--- src/rtl/fir_pkg.sv ---
// Shared types, default Q1.15 coefficients and sizing/rounding helpers for the
// time-multiplexed symmetric FIR.
package fir_pkg;

   typedef enum logic [1:0] {
      S_IDLE  = 2'd0,
      S_MAC   = 2'd1,
      S_ROUND = 2'd2,
      S_OUT   = 2'd3
   } fir_state_t;

   localparam int DEF_NU     = 6;
   localparam int DEF_COEF_W = 16;

   typedef logic signed [DEF_COEF_W-1:0] def_coef_t;

   // c0..c5 for the 11-tap default response; c5 is the centre tap
   localparam def_coef_t DEF_COEF [DEF_NU] = '{
      16'sd164, -16'sd983, 16'sd1311, -16'sd1966, 16'sd4915, 16'sd16384
   };

   function automatic int calc_nu(input int n_taps);
      return (n_taps + 1) / 2;
   endfunction

   function automatic int calc_acc_w(input int data_w, input int coef_w, input int n_taps);
      return data_w + coef_w + 1 + $clog2(calc_nu(n_taps));
   endfunction

   // Unique coefficients beyond the default table start at zero.
   function automatic def_coef_t def_coef(input int i);
      def_coef_t c;
      c = '0;
      for (int k = 0; k < DEF_NU; k++) begin
         if (k == i) c = DEF_COEF[k];
      end
      return c;
   endfunction

   // Round half up, arithmetic shift, then clamp to a signed out_w range.
   // The accumulator arrives sign-extended to 64 bits.
   function automatic logic signed [63:0] round_sat(input logic signed [63:0] acc,
                                                    input int shift,
                                                    input int out_w);
      logic signed [63:0] r;
      logic signed [63:0] hi;
      logic signed [63:0] lo;
      r  = (acc + (64'sd1 <<< (shift - 1))) >>> shift;
      hi = (64'sd1 <<< (out_w - 1)) - 64'sd1;
      lo = -(64'sd1 <<< (out_w - 1));
      if (r > hi)      r = hi;
      else if (r < lo) r = lo;
      return r;
   endfunction

endpackage

--- src/rtl/fir_sym_tdm_if.sv ---
// Sample-in / sample-out valid-ready streams of fir_sym_tdm.
// master = source/sink side, slave = the filter.
interface fir_sym_tdm_if #(
   parameter int DATA_W = 16,
   parameter int OUT_W  = 16
);
   logic signed [DATA_W-1:0] in_data;
   logic                     in_valid;
   logic                     in_ready;
   logic signed [OUT_W-1:0]  out_data;
   logic                     out_valid;
   logic                     out_ready;

   modport master (
      output in_data, in_valid, out_ready,
      input  in_ready, out_data, out_valid
   );

   modport slave (
      input  in_data, in_valid, out_ready,
      output in_ready, out_data, out_valid
   );
endinterface

--- src/rtl/fir_preadd_mac.sv ---
// Symmetric pre-adder, signed multiplier and accumulator with clear and enable.
// The centre tap is passed through the pre-adder without doubling.
module fir_preadd_mac
   import fir_pkg::*;
#(
   parameter int DATA_W = 16,
   parameter int COEF_W = 16,
   parameter int ACC_W  = 36
)(
   input  logic                     clk,
   input  logic                     rst,
   input  logic                     clr,
   input  logic                     en,
   input  logic                     centre,
   input  logic signed [DATA_W-1:0] tap_a,
   input  logic signed [DATA_W-1:0] tap_b,
   input  logic signed [COEF_W-1:0] coef,
   output logic signed [ACC_W-1:0]  acc
);

   localparam int PRE_W  = DATA_W + 1;
   localparam int PROD_W = PRE_W + COEF_W;

   logic signed [PRE_W-1:0]  pre;
   logic signed [PROD_W-1:0] prod;

   always_comb begin
      pre = {tap_a[DATA_W-1], tap_a};
      if (!centre) pre = {tap_a[DATA_W-1], tap_a} + {tap_b[DATA_W-1], tap_b};
      prod = PROD_W'(pre) * PROD_W'(coef);
   end

   always_ff @(posedge clk) begin
      if (rst || clr) acc <= '0;
      else if (en)    acc <= acc + ACC_W'(prod);
   end

endmodule

--- src/rtl/fir_sym_tdm.sv ---
// Odd-length linear-phase FIR with one time-shared pre-add/MAC lane and round+saturate.
// Define FIR_COEF_WR_EN to make the unique coefficients writable while idle.
//
// state | meaning
// IDLE  | in_ready high, waiting for a sample
// MAC   | one unique coefficient per cycle, idx 0..NU-1
// ROUND | round, saturate, register out_data
// OUT   | hold out_data until out_ready
module fir_sym_tdm
   import fir_pkg::*;
#(
   parameter int DATA_W     = 16,
   parameter int COEF_W     = 16,
   parameter int N_TAPS     = 11,
   parameter int OUT_W      = 16,
   parameter int FRAC_SHIFT = 15
)(
   input  logic                                  clk,
   input  logic                                  rst,
   fir_sym_tdm_if.slave                          bus,
   output logic                                  busy,
   input  logic                                  coef_wr_en,
   input  logic [$clog2(calc_nu(N_TAPS))-1:0]    coef_wr_addr,
   input  logic signed [COEF_W-1:0]              coef_wr_data
);

   localparam int NU    = calc_nu(N_TAPS);
   localparam int CA_W  = $clog2(NU);
   localparam int ACC_W = calc_acc_w(DATA_W, COEF_W, N_TAPS);
   localparam logic [CA_W-1:0] IDX_LAST = CA_W'(NU - 1);

   fir_state_t state, state_nxt;

   logic [CA_W-1:0]          idx;
   logic signed [DATA_W-1:0] dly [N_TAPS];
   logic signed [COEF_W-1:0] coef [NU];

   logic                     in_ready_q;
   logic                     out_valid_q;
   logic signed [OUT_W-1:0]  out_data_q;

   logic                     accept;
   logic                     mac_en;
   logic                     last_mac;
   logic                     ld_out;
   logic                     out_done;

   logic signed [DATA_W-1:0] tap_a;
   logic signed [DATA_W-1:0] tap_b;
   logic signed [COEF_W-1:0] tap_c;
   logic                     centre;
   logic signed [ACC_W-1:0]  acc;
   logic signed [63:0]       acc_ext;

   always_ff @(posedge clk) begin
      if (rst) state <= S_IDLE;
      else     state <= state_nxt;
   end

   always_comb begin
      state_nxt = state;
      case (state)
         S_IDLE:  if (accept)       state_nxt = S_MAC;
         S_MAC:   if (last_mac)     state_nxt = S_ROUND;
         S_ROUND:                   state_nxt = S_OUT;
         S_OUT:   if (bus.out_ready) state_nxt = S_IDLE;
         default:                   state_nxt = S_IDLE;
      endcase
   end

   // Accept only against the registered in_ready so the first idle cycle after
   // reset cannot swallow a sample the source still thinks is pending.
   always_comb begin
      accept   = bus.in_valid && in_ready_q;
      mac_en   = (state == S_MAC);
      last_mac = mac_en && (idx == IDX_LAST);
      ld_out   = (state == S_ROUND);
      out_done = (state == S_OUT) && bus.out_ready;
      busy     = (state != S_IDLE);
   end

   always_ff @(posedge clk) begin
      if (rst) begin
         idx         <= '0;
         in_ready_q  <= 1'b0;
         out_valid_q <= 1'b0;
         out_data_q  <= '0;
         for (int k = 0; k < N_TAPS; k++) dly[k] <= '0;
      end else begin
         in_ready_q <= (state_nxt == S_IDLE);
         if (accept) begin
            dly[0] <= bus.in_data;
            for (int k = 1; k < N_TAPS; k++) dly[k] <= dly[k-1];
            idx <= '0;
         end else if (mac_en && !last_mac) begin
            idx <= idx + CA_W'(1);
         end
         if (ld_out) begin
            out_data_q  <= OUT_W'(round_sat(acc_ext, FRAC_SHIFT, OUT_W));
            out_valid_q <= 1'b1;
         end else if (out_done) begin
            out_valid_q <= 1'b0;
         end
      end
   end

   assign bus.in_ready  = in_ready_q;
   assign bus.out_valid = out_valid_q;
   assign bus.out_data  = out_data_q;

   // Mirror-pair select: d[idx] with d[N_TAPS-1-idx]; centre tap has no partner.
   always_comb begin
      tap_a  = '0;
      tap_b  = '0;
      tap_c  = '0;
      centre = (idx == IDX_LAST);
      for (int k = 0; k < NU; k++) begin
         if (idx == CA_W'(k)) begin
            tap_a = dly[k];
            tap_b = dly[N_TAPS-1-k];
            tap_c = coef[k];
         end
      end
   end

`ifdef FIR_COEF_WR_EN
   // Writes land on the same edge as an accepted sample, ahead of its first MAC.
   always_ff @(posedge clk) begin
      if (rst) begin
         for (int k = 0; k < NU; k++) coef[k] <= COEF_W'(def_coef(k));
      end else if (coef_wr_en && !busy) begin
         for (int k = 0; k < NU; k++) begin
            if (coef_wr_addr == CA_W'(k)) coef[k] <= coef_wr_data;
         end
      end
   end
`else
   logic unused_coef_wr;
   assign unused_coef_wr = ^{coef_wr_en, coef_wr_addr, coef_wr_data};

   always_comb begin
      for (int k = 0; k < NU; k++) coef[k] = COEF_W'(def_coef(k));
   end
`endif

   fir_preadd_mac #(
      .DATA_W (DATA_W),
      .COEF_W (COEF_W),
      .ACC_W  (ACC_W)
   ) u_mac (
      .clk    (clk),
      .rst    (rst),
      .clr    (accept),
      .en     (mac_en),
      .centre (centre),
      .tap_a  (tap_a),
      .tap_b  (tap_b),
      .coef   (tap_c),
      .acc    (acc)
   );

   assign acc_ext = {{(64-ACC_W){acc[ACC_W-1]}}, acc};

endmodule

--- src/flat_wrapper.sv ---
// flat-port wrapper written by rule: the top's interface ports become plain ports
module fir_sym_tdm_flat import fir_pkg::*;
#(
   parameter int DATA_W     = 16,
   parameter int COEF_W     = 16,
   parameter int N_TAPS     = 11,
   parameter int OUT_W      = 16,
   parameter int FRAC_SHIFT = 15
)
  (clk, rst, busy, coef_wr_en, coef_wr_addr, coef_wr_data, bus_in_data, bus_in_valid, bus_out_ready, bus_in_ready, bus_out_data, bus_out_valid);
  fir_sym_tdm_if #(.DATA_W(DATA_W), .OUT_W(OUT_W)) bus_i ();
  input  logic clk;
  input  logic rst;
  output logic busy;
  input  logic coef_wr_en;
  input  logic [$clog2(calc_nu(N_TAPS))-1:0] coef_wr_addr;
  input  logic signed [COEF_W-1:0] coef_wr_data;
  input wire logic [$bits(bus_i.in_data)-1:0] bus_in_data;
  input wire logic [$bits(bus_i.in_valid)-1:0] bus_in_valid;
  input wire logic [$bits(bus_i.out_ready)-1:0] bus_out_ready;
  output wire logic [$bits(bus_i.in_ready)-1:0] bus_in_ready;
  output wire logic [$bits(bus_i.out_data)-1:0] bus_out_data;
  output wire logic [$bits(bus_i.out_valid)-1:0] bus_out_valid;
  assign bus_i.in_data = bus_in_data;
  assign bus_i.in_valid = bus_in_valid;
  assign bus_i.out_ready = bus_out_ready;
  assign bus_in_ready = bus_i.in_ready;
  assign bus_out_data = bus_i.out_data;
  assign bus_out_valid = bus_i.out_valid;
  fir_sym_tdm #(.DATA_W(DATA_W), .COEF_W(COEF_W), .N_TAPS(N_TAPS), .OUT_W(OUT_W), .FRAC_SHIFT(FRAC_SHIFT)) u_core (.clk(clk), .rst(rst), .bus(bus_i), .busy(busy), .coef_wr_en(coef_wr_en), .coef_wr_addr(coef_wr_addr), .coef_wr_data(coef_wr_data));
endmodule
--- config.mk ---
export PLATFORM = sky130hd
export DESIGN_NAME = fir_sym_tdm_flat
export DESIGN_NICKNAME = d
export VERILOG_FILES = /design/src/rtl/fir_pkg.sv /design/src/rtl/fir_sym_tdm_if.sv /design/src/rtl/fir_preadd_mac.sv /design/src/rtl/fir_sym_tdm.sv /design/src/flat_wrapper.sv
export SDC_FILE = /design/constraint.sdc
export NUM_CORES = 1
export LEC_CHECK = 0
export CAP_MARGIN = 20
export CORE_ASPECT_RATIO = 0.5
export CORE_MARGIN = 3
export CORE_UTILIZATION = 35
export DETAILED_ROUTE_END_ITERATION = 8
export HOLD_SLACK_MARGIN = 0.05
export PLACE_DENSITY = 0.54
export SLEW_MARGIN = 20
export SYNTH_ARGS = -nofsm -noshare
export SYNTH_HDL_FRONTEND = slang
export SYNTH_SLANG_ARGS = --single-unit
--- constraint.sdc ---
create_clock -name clk -period 9 [get_ports clk]
set_clock_uncertainty 0.15 [all_clocks]
set_input_delay 2.7 -clock clk [delete_from_list [all_inputs] [get_ports clk]]
set_output_delay 2.7 -clock clk [all_outputs]
set_load 0.02 [all_outputs]
==> impl_results.md <==
* Worst Max-Slew Pin Slew at approximately 1.0 ns
* #FFs+latches synth at 235
* Mux share of post-synthesis cell area at less than 1%
* Area growth, synth to finish at 26.0%
* Top cell by count, worst path: fa_1
* Ports at 59
* Initial DRT Pass Iterations at 5
* Post-synth EDFFs at 176
* Vias per cell at 4.80
* GR Util met2 at 27.0%
* Cell Area, Synth at 23400 sq um
* Share of layout cells above drive strength 1 at 23.4%
* Compound-cell area share of the yosys netlist at a little over a tenth
* Fin crit share at 103%
* GRT Total Usage at 18.5%
* Detailed Place HPWL at slightly below 50000 um
* Via count at 17622
* N_diodes at 0
* Largest family of logic cells by synthesized area: adder cells
* Multi-input gate area at 16000 sq um
* Data arrival, critical path at slightly below 10 ns
* Worst Setup Start Kind: flop
* DRC viols at 0
* Worst-skew pair later-pin latency at 0.61 ns
* Slowest CP cell: fa_1
* Max Buffers Root-to-Sink at 3
* Most Crowded Layer GR: met1
* CTS sink cnt at 235
* Required @ worst endpoint at just over 9 ns
* Final WL at 64200 um
* Synth Area in Simple Gates at between 15 and 20%
* Sequential area share after synthesis at 27.7%
* Number of max-cap violations at 0
* Most frequent cells in the layout: inv_1 (431), buf_4 (321), fa_1 (288), nand2_1 (236), edfxtp_1 (176)
* Pin count of the biggest net entering global routing at 114
* Final Max Tran Viols at 0
* H-tree Lvls at 1
* DRT iter0 DRCs at 1095
* Global route total overflow at 0
* Fmax at ~110 MHz
* First-pass GRT wire length at 102000 um
* Grt met3 use at 4.42%
* Port Buffers at 38
* Met1 global-route usage at about 28%
* Antenna violations before repair at 0
* Chip width at roughly 370 um
* Synth Flop Type: edfxtp_1
* Final worst slack at -0.305 ns
* RSZ-0062 raised after global routing: yes
* TritonCTS clock tree: built
* Synthesized area per cell at 9.56 sq um
* Initial Utilization at 35.7%
* Crit path largest cell delay at around 0.57 ns
* Worst-path clk slew at 0.08 ns
* Worst Setup Path Type: flop to flop
* Final setup fails at 14
* Violated checks: negative setup slack
* Count of final hold-check violations at 0
* Crit-path leading delay family: adder cells
* Synth Area in XOR/XNOR at under 10%
* CTS buffer count at 26
* Die height at 189 um
* Hold Path Class: flop to flop
* Root buffer cell: clkbuf_16
* GP Congestion at 0.912
* Run status: finished, violations left
* Register area at 6470 sq um
* Most common cell after layout, fill and taps aside: inv_1
* Post-route minimum period at 9.30 ns
* DR WL/cell at 17.5 um
* CORE AREA at about 66000 sq um
* Buf/Inv on CP at 10
* CTS Hold Buffers Added at 0
* Synth unique cells at 70
* ANT nets after route at 0
* Cell Rows at 66
* Asr flop ratio synth at 0%
* Filler Cells Inserted at 6307
* Vias in the first global route at approximately 18000
* Slew headroom at approximately a third
* Layout Utilization at 44.9%
* Layout net count at approximately 3300
* Worst setup EP type: flop
* Die area at 70100 sq um
* Synth warn at 0
* Synth Net Count at approximately 2900
* Worst-path fanout max at 5
* Adder-cell share of the synthesized area at 34.4%
* Post-synthesis cell count at about 2400
## area by class of cell
| type | count | area share (%) |
|---|---|---|
| Timing Repair Buffer | 394 | 11.1 |
| Multi-Input combinational cell | 1657 | 54.4 |
| Tap cell | 884 | 3.75 |
| Inverter | 454 | 5.84 |
| Clock inverter | 18 | 0.692 |
| Sequential cell | 235 | 22.0 |
| Clock buffer | 29 | 2.25 |
## what timing repair did
action                     4_1_cts  5_1_grt
setup endpoints to repair       25       24
gates resized for setup        167      166
setup buffers                   26       21
pin swaps                      109      114
## worst min-delay path: cells and delay by family, from the launching register on
kind / cells / cell delay [ns]
compound gates: 1 / 0.05
flops: 1 / 0.32
simple gates: 1 / 0.05
## kinds of logic (layout without fill, tap and decap cells)
logic type / count (synthesis) / after routing
simple gates: 743 / 743
buf+inv: 554 / 895
compound gates: 391 / 391
xor+xnor: 68 / 68
mux: 1 / 1
flops: 235 / 235
fa+ha+maj: 454 / 454
## final timing paths
path / endpoint / startpoint / depth (start not counted) / slack (ns)
setup / recovery: u_core.u_mac.acc[35] / u_core.idx[0] / 42 / -0.30
hold / removal: u_core.u_mac.acc[1] / u_core.u_mac.acc[1] / 2 / 0.31
setup reg to reg: u_core.u_mac.acc[35] / u_core.idx[0] / 42 / -0.30
hold reg to reg: u_core.u_mac.acc[1] / u_core.u_mac.acc[1] / 2 / 0.31
## per-stage QoR
stage          std cells  hold slack, ns  area, sq um  TNS [ns]  setup WS, ns
3_3_place_gp        3580           0.297        27000    -17.64         -1.07
2_1_floorplan       2446           0.286        23500  -0.00245      -0.00245
5_1_grt             3671           0.336        29500     -8.93        -0.674
6_report            3671           0.313        29500     -2.48        -0.305
4_1_cts             3652           0.314        28600     -3.08        -0.351
3_5_place_dp        3580           0.301        27000    -20.11         -1.20
## state kept, by name, summed over array words and instances (netlist names)
register,flops
u_core.state,2
u_core.bus.in_ready,1
u_core.bus.out_data,16
u_core.idx,3
u_core.u_mac.acc,36
u_core.bus.out_valid,1
u_core.dly,176
## routing by layer
layer | routed length (um) | vias up
met5 | 0 | -
met4 | 1280 | 0
met3 | 4030 | 66
met2 | 26400 | 373
met1 | 32500 | 8692
li1 | - | 8491
## synthesized netlist by cell type, types with 4 or more instances
| cell | number | share of area [%] |
|---|---|---|
| a211oi_1 | 21 | 0.67 |
| a21o_1 | 23 | 0.74 |
| a21oi_1 | 99 | 2.1 |
| a221oi_1 | 33 | 1.2 |
| a31oi_1 | 9 | 0.24 |
| and2_1 | 177 | 4.7 |
| and3_1 | 10 | 0.27 |
| buf_1 | 5 | 0.080 |
| clkbuf_1 | 85 | 1.4 |
| clkbuf_8 | 5 | 0.29 |
| dfxtp_1 | 59 | 5.1 |
| edfxtp_1 | 176 | 23 |
| fa_1 | 314 | 27 |
| ha_1 | 140 | 7.5 |
| inv_1 | 452 | 7.3 |
| nand2_1 | 253 | 4.1 |
| nand2b_1 | 17 | 0.45 |
| nand3_1 | 21 | 0.45 |
| nand4_1 | 7 | 0.19 |
| nor2_1 | 178 | 2.9 |
| nor2b_1 | 23 | 0.62 |
| nor3_1 | 17 | 0.36 |
| nor3_2 | 10 | 0.43 |
| o2111ai_1 | 4 | 0.15 |
| o211ai_1 | 11 | 0.35 |
| o21a_1 | 27 | 0.87 |
| o21ai_0 | 114 | 2.4 |
| o21ai_1 | 7 | 0.15 |
| o311ai_0 | 15 | 0.56 |
| or2_2 | 4 | 0.11 |
| or3_1 | 8 | 0.21 |
| xnor2_1 | 32 | 1.2 |
| xor2_1 | 36 | 1.3 |
Power is not shown: default switching activity piles up to over one toggle a cycle in this logic, so the estimate is an artifact.
